`config.mk`:
```
export PLATFORM = sky130hd
export DESIGN_NAME = ss_sequencer_flat
export DESIGN_NICKNAME = d
export VERILOG_FILES = /design/src/rtl/ss_sequencer_if.sv /design/src/rtl/ss_sequencer.sv /design/src/flat_wrapper.sv
export SDC_FILE = /design/constraint.sdc
export NUM_CORES = 1
export LEC_CHECK = 0
export CAP_MARGIN = 10
export CORE_ASPECT_RATIO = 0.8
export CORE_MARGIN = 8
export CORE_UTILIZATION = 53
export DETAILED_ROUTE_END_ITERATION = 16
export PLACE_DENSITY = 0.85
export SKIP_CTS_REPAIR_TIMING = 1
export SYNTH_ARGS = -nofsm -noshare
export SYNTH_HDL_FRONTEND = slang
export SYNTH_SLANG_ARGS = --single-unit
```
`constraint.sdc`:
```
create_clock -name clk -period 6.4 [get_ports clk]
set_clock_uncertainty 0.2 [all_clocks]
set_input_delay 1.28 -clock clk [delete_from_list [all_inputs] [get_ports clk]]
set_output_delay 1.28 -clock clk [all_outputs]
set_load 0.1 [all_outputs]
```
`src/rtl/ss_sequencer_if.sv`:
```
// Shared RAM port handshake between the control sequencer (master) and the memory (slave).
interface ss_sequencer_if ();
   logic mem_req;
   logic mem_we;
   logic ifetch;
   logic mem_ready;

   modport master (output mem_req, output mem_we, output ifetch, input mem_ready);
   modport slave  (input mem_req, input mem_we, input ifetch, output mem_ready);
endinterface

```
`src/rtl/ss_sequencer.sv`:
```
// Multi-cycle FETCH/DECODE/EXECUTE/MEM/WB control sequencer with trap and retire counting.
// Optional single-step input enabled by defining SEQ_STEP_EN.
module ss_sequencer #(
   parameter int unsigned WAIT_LIMIT = 16,
   parameter int unsigned CNT_W      = 32
) (
   input  logic             clk,
   input  logic             rst_n,
   input  logic             run,
`ifdef SEQ_STEP_EN
   input  logic             step,
`endif
   input  logic [6:0]       opcode,
   input  logic             branch_taken,
   ss_sequencer_if.master   mem,
   output logic             ir_load,
   output logic             pc_load,
   output logic             pc_sel,
   output logic             reg_write,
   output logic [2:0]       state,
   output logic [1:0]       trap_cause,
   output logic [CNT_W-1:0] instret
);

   typedef enum logic [2:0] {
      StIdle    = 3'd0,
      StFetch   = 3'd1,
      StDecode  = 3'd2,
      StExecute = 3'd3,
      StMem     = 3'd4,
      StWb      = 3'd5,
      StTrap    = 3'd7
   } state_e;

   typedef enum logic [2:0] {ClsOther, ClsLoad, ClsStore, ClsBranch, ClsJump} cls_e;

   localparam int unsigned WaitW = (WAIT_LIMIT > 1) ? $clog2(WAIT_LIMIT) : 1;
   localparam logic [WaitW-1:0] WaitLast = WaitW'((WAIT_LIMIT > 0) ? WAIT_LIMIT - 1 : 0);

   state_e           state_q, state_d;
   cls_e             cls_q, cls_d, opc_cls;
   logic [1:0]       cause_q, cause_d;
   logic [WaitW-1:0] wait_q, wait_d;
   logic [CNT_W-1:0] instret_q, instret_d;
   logic             opc_legal, wait_hit, boundary, go, step_hold;
   logic             mem_req, mem_we, ifetch;

`ifdef SEQ_STEP_EN
   // Remembers that the current instruction was launched by step alone.
   logic step_q, step_d;
   assign go        = run | step;
   assign step_hold = step_q;
   assign step_d    = (state_q == StIdle) ? ~run : step_q;
   always_ff @(posedge clk) begin
      if (!rst_n) step_q <= 1'b0;
      else        step_q <= step_d;
   end
`else
   assign go        = run;
   assign step_hold = 1'b0;
`endif

   always_comb begin
      opc_cls   = ClsOther;
      opc_legal = 1'b1;
      case (opcode)
         7'b0000011: opc_cls = ClsLoad;
         7'b0100011: opc_cls = ClsStore;
         7'b1100011: opc_cls = ClsBranch;
         7'b1101111, 7'b1100111: opc_cls = ClsJump;
         7'b0110011, 7'b0010011, 7'b0110111, 7'b0010111: opc_cls = ClsOther;
         default: opc_legal = 1'b0;
      endcase
   end

   // Last permitted cycle of an access; ready in this cycle still completes it.
   assign wait_hit = (WAIT_LIMIT != 0) && (wait_q == WaitLast);

   always_comb begin
      state_d   = state_q;
      cls_d     = cls_q;
      cause_d   = cause_q;
      mem_req   = 1'b0;
      mem_we    = 1'b0;
      ifetch    = 1'b0;
      ir_load   = 1'b0;
      pc_load   = 1'b0;
      pc_sel    = 1'b0;
      reg_write = 1'b0;
      boundary  = 1'b0;
      unique case (state_q)
         StIdle: if (go) state_d = StFetch;
         StFetch: begin
            mem_req = 1'b1;
            ifetch  = 1'b1;
            ir_load = mem.mem_ready;
            if (mem.mem_ready) state_d = StDecode;
            else if (wait_hit) begin
               state_d = StTrap;
               cause_d = 2'b10;
            end
         end
         StDecode: begin
            cls_d = opc_cls;
            if (opc_legal) state_d = StExecute;
            else begin
               state_d = StTrap;
               cause_d = 2'b01;
            end
         end
         StExecute: begin
            case (cls_q)
               ClsLoad, ClsStore: state_d = StMem;
               ClsBranch: begin
                  pc_load  = 1'b1;
                  pc_sel   = branch_taken;
                  boundary = 1'b1;
               end
               default: state_d = StWb;
            endcase
         end
         StMem: begin
            mem_req = 1'b1;
            mem_we  = (cls_q == ClsStore);
            if (mem.mem_ready) begin
               if (cls_q == ClsStore) begin
                  pc_load  = 1'b1;
                  boundary = 1'b1;
               end else begin
                  state_d = StWb;
               end
            end else if (wait_hit) begin
               state_d = StTrap;
               cause_d = 2'b10;
            end
         end
         StWb: begin
            reg_write = 1'b1;
            pc_load   = 1'b1;
            pc_sel    = (cls_q == ClsJump);
            boundary  = 1'b1;
         end
         StTrap: state_d = StTrap;
         default: state_d = StIdle;
      endcase
      if (boundary) state_d = (run && !step_hold) ? StFetch : StIdle;
   end

   always_comb begin
      wait_d = '0;
      if ((state_q == StFetch || state_q == StMem) && !mem.mem_ready && WAIT_LIMIT != 0) begin
         wait_d = wait_q + 1'b1;
      end
   end

   assign instret_d = instret_q + CNT_W'(pc_load);

   always_ff @(posedge clk) begin
      if (!rst_n) begin
         state_q   <= StIdle;
         cls_q     <= ClsOther;
         cause_q   <= 2'b00;
         wait_q    <= '0;
         instret_q <= '0;
      end else begin
         state_q   <= state_d;
         cls_q     <= cls_d;
         cause_q   <= cause_d;
         wait_q    <= wait_d;
         instret_q <= instret_d;
      end
   end

   assign mem.mem_req = mem_req;
   assign mem.mem_we  = mem_we;
   assign mem.ifetch  = ifetch;
   assign state       = state_q;
   assign trap_cause  = cause_q;
   assign instret     = instret_q;

endmodule

```
`src/flat_wrapper.sv`:
```
// flat-port wrapper written by rule: the top's interface ports become plain ports
module ss_sequencer_flat 
#(
   parameter int unsigned WAIT_LIMIT = 16,
   parameter int unsigned CNT_W      = 32
)
  (clk, rst_n, run, opcode, branch_taken, ir_load, pc_load, pc_sel, reg_write, state, trap_cause, instret, mem_mem_req, mem_mem_we, mem_ifetch, mem_mem_ready);
  ss_sequencer_if mem_i ();
  input  logic clk;
  input  logic rst_n;
  input  logic run;
  input  logic [6:0] opcode;
  input  logic branch_taken;
  output logic ir_load;
  output logic pc_load;
  output logic pc_sel;
  output logic reg_write;
  output logic [2:0] state;
  output logic [1:0] trap_cause;
  output logic [CNT_W-1:0] instret;
  output wire logic [$bits(mem_i.mem_req)-1:0] mem_mem_req;
  output wire logic [$bits(mem_i.mem_we)-1:0] mem_mem_we;
  output wire logic [$bits(mem_i.ifetch)-1:0] mem_ifetch;
  input wire logic [$bits(mem_i.mem_ready)-1:0] mem_mem_ready;
  assign mem_mem_req = mem_i.mem_req;
  assign mem_mem_we = mem_i.mem_we;
  assign mem_ifetch = mem_i.ifetch;
  assign mem_i.mem_ready = mem_mem_ready;
  ss_sequencer #(.WAIT_LIMIT(WAIT_LIMIT), .CNT_W(CNT_W)) u_core (.clk(clk), .rst_n(rst_n), .run(run), .opcode(opcode), .branch_taken(branch_taken), .mem(mem_i), .ir_load(ir_load), .pc_load(pc_load), .pc_sel(pc_sel), .reg_write(reg_write), .state(state), .trap_cause(trap_cause), .instret(instret));
endmodule
```
==> results.yml <==
run_status:
  outcome: "finished, final reports clean"
floorplanning:
  io_pins: 56
  core_area_mm2: 0.004151
  die_x_um: 89.35
  die_y_um: 74.68
  start_util: 0.5494
  die_area_mm2: 0.006672
  rows: 21
sta:
  slew_violations: 0
  layout_setup_ws_ns: 1.502
  relSlewSlack: 0.3313
  rsz0062_at_grt: "no"
  setup_tns_ns: 0
  hold_viol: 0
  fmax_mhz: 204.2
  period_minus_slack_ns: 4.898
  final-setup-viol-count: 0
  min_period_over_period: 0.7653
  tightest_slew_ns: 0.9999
drt:
  drt_iter0_markers: 153
  drt_first_pass_iters: 4
  wl_per_cell_um: 13.63
  via_per_inst: 5.282
  ant_nets: 0
  num_vias: 1912
  totalWireLength_mm: 4.935
  drc_errors: 0
run:
  drv_cap: 0
power_and_ir_drop:
  power_w: 0.0007169
  power.density_mw_per_mm2: 243.9
  irDropWorstVdd_mv: 0.1366
  p_leak_nw: 1.156
grt:
  grt_max_degree: 42
  grt_antenna_before_repair: 0
  grt_first_pass_wirelength_mm: 8.500
  grt-ovfl-total: 0
  grt_pass1_vias: 1827
  grtUsageTotal: 0.1568
synth:
  ys_seq_elements: 44
  yosys-top-cells-area: "dfxtp_1 39%, xnor2_1 10%, and2_1 8.8%"
  synth.distinct_cells: 45
  syn_nets: 269
  avgSynthCellArea_um2: 9.016
  synth_edf_count: 0
  ys_warn_count: 0
  synth_top_area_share: 0.3862
  netlist_area_mm2: 0.002281
  synth_commonest_cells: "44 x dfxtp_1, 32 x and2_1, 27 x xnor2_1"
  yosysTopAreaCell: "dfxtp_1"
  ys_seq_area_frac: 0.3862
  ys.flop_type: "dfxtp_1"
  syn-instance-count: 253
  async_flop_share: 0
  yosysMostFrequentCell: "dfxtp_1"
cells_and_area:
  final_util: 0.7080
  drive_above_1_share: 0.06230
  final_area_mm2: 0.002939
  antenna_cells: 0
  layout.nets: 320
  nFillCells: 340
  area_growth_pct: 28.85
cts:
  cts_buffer_depth: 2
  htree_levels: 2
  cts-root-buf: "clkbuf_8"
  cts_inserted_buffers: 5
  numClockSinks: 44
  clkLatencyLatePin_ns: 0.28
  clkTransAtPathRegs_ns: 0.07
  tritoncts: "yes"
setup_path:
  cp_max_fo: 10
  critPathKind: "in -> out"
  cp_slowest_cell: "clkdlybuf4s50_1"
  cp_cell_sequence: "clkdlybuf4s50_1, a22oi_1, inv_1, clkdlybuf4s50_1"
  critPathRequiredTime_ns: 4.92
  crit_top_cell: "clkdlybuf4s50_1"
  cp-start-kind: "primary input"
  cp_num_buf_inv: 3
  critical_path.top_delay_family: "buffers and inverters"
  cp-end-kind: "output port"
  slowest_delay_ns: 1.15
  arrival_ns: 3.42
place:
  io_buffers: 55
  dp_slack_ns: 1.536
  dp_hpwl_mm: 3.704
  place_area_mm2: 0.002849
  gp_congestion: 0.8565
hold_path:
  hp-class: "reg -> reg"
stage by stage:
step / hold WS, ns / cells
final: 0.2613 / 362
after global routing: 0.2879 / 362
after CTS: 0.2682 / 362
after detailed placement: 0.2507 / 354
after global placement: 0.2337 / 354
after floorplan: 0.2176 / 253
kinds of logic after synthesis:
kind of cell | synth area share
multiplexers | 0.004389
AO/OA/AOI/OAI | 0.07186
flip-flops | 0.3862
XOR/XNOR | 0.1306
AND/OR/NAND/NOR | 0.3401
buffers and inverters | 0.04498
adder cells (fa/ha/maj) | 0.02194
flip-flops by register name, indices dropped and copies added (netlist names):
name               count
u_core.cls_q           3
u_core.state           3
u_core.trap_cause      2
u_core.instret        32
u_core.wait_q          4
where the power goes:
group	internal, W	total, W	switching [W]
registers	0.000283	0.000303	0.0000200
logic	0.0000662	0.000242	0.000176
clock network	0.0000880	0.000172	0.0000841
total	0.000437	0.000717	0.000280
routing by layer:
| metal | GRT usage | part of all wire | up-vias |
|---|---|---|---|
| met2 | 0.2527 | 0.48 | 45 |
| met1 | 0.2081 | 0.47 | 896 |
| met5 | 0 | 0 | - |
| li1 | - | - | 969 |
| met3 | 0.03490 | 0.052 | 2 |
| met4 | 0.03676 | 0.0043 | 0 |
layout make-up:
class / instances / area [um^2] / area share
clock buffers: 8 / 90.09 / 0.03065
well taps: 57 / 71.32 / 0.02427
repair buffers: 56 / 558.0 / 0.1899
multi-input cells: 186 / 1297 / 0.4415
flip-flops and latches: 44 / 880.8 / 0.2997
inverters: 11 / 41.29 / 0.01405
cell usage in the layout (no fill, tap or decap), types with 2 or more instances in the layout:
cell	count
nand3_1	18
nand2b_1	3
ha_1	4
nor2b_1	3
a21boi_0	2
o21ai_0	4
a22oi_1	3
clkdlybuf4s50_1	55
dfxtp_1	44
and4_2	2
nand4_1	6
a21o_1	2
nand2_1	9
xnor2_1	27
nand4_2	5
nand3b_1	4
o31ai_1	2
and3_1	7
nor2_1	15
a21oi_1	2
nor3_1	8
nor4b_1	2
clkbuf_8	6
inv_1	11
o311ai_0	2
xor2_1	7
nand2b_4	2
a31oi_1	2
and2_1	32
clkbuf_1	2
worst paths after layout:
kind                     from  cells after the start  slack (ns)                  to
max             mem_mem_ready                      4        1.50             pc_load
min          u_core.wait_q[0]                      1        0.26    u_core.wait_q[0]
max reg2reg   u_core.state[2]                     11        2.94  u_core.instret[10]
min reg2reg  u_core.wait_q[0]                      1        0.26    u_core.wait_q[0]
(Power assumes the default switching activity.)
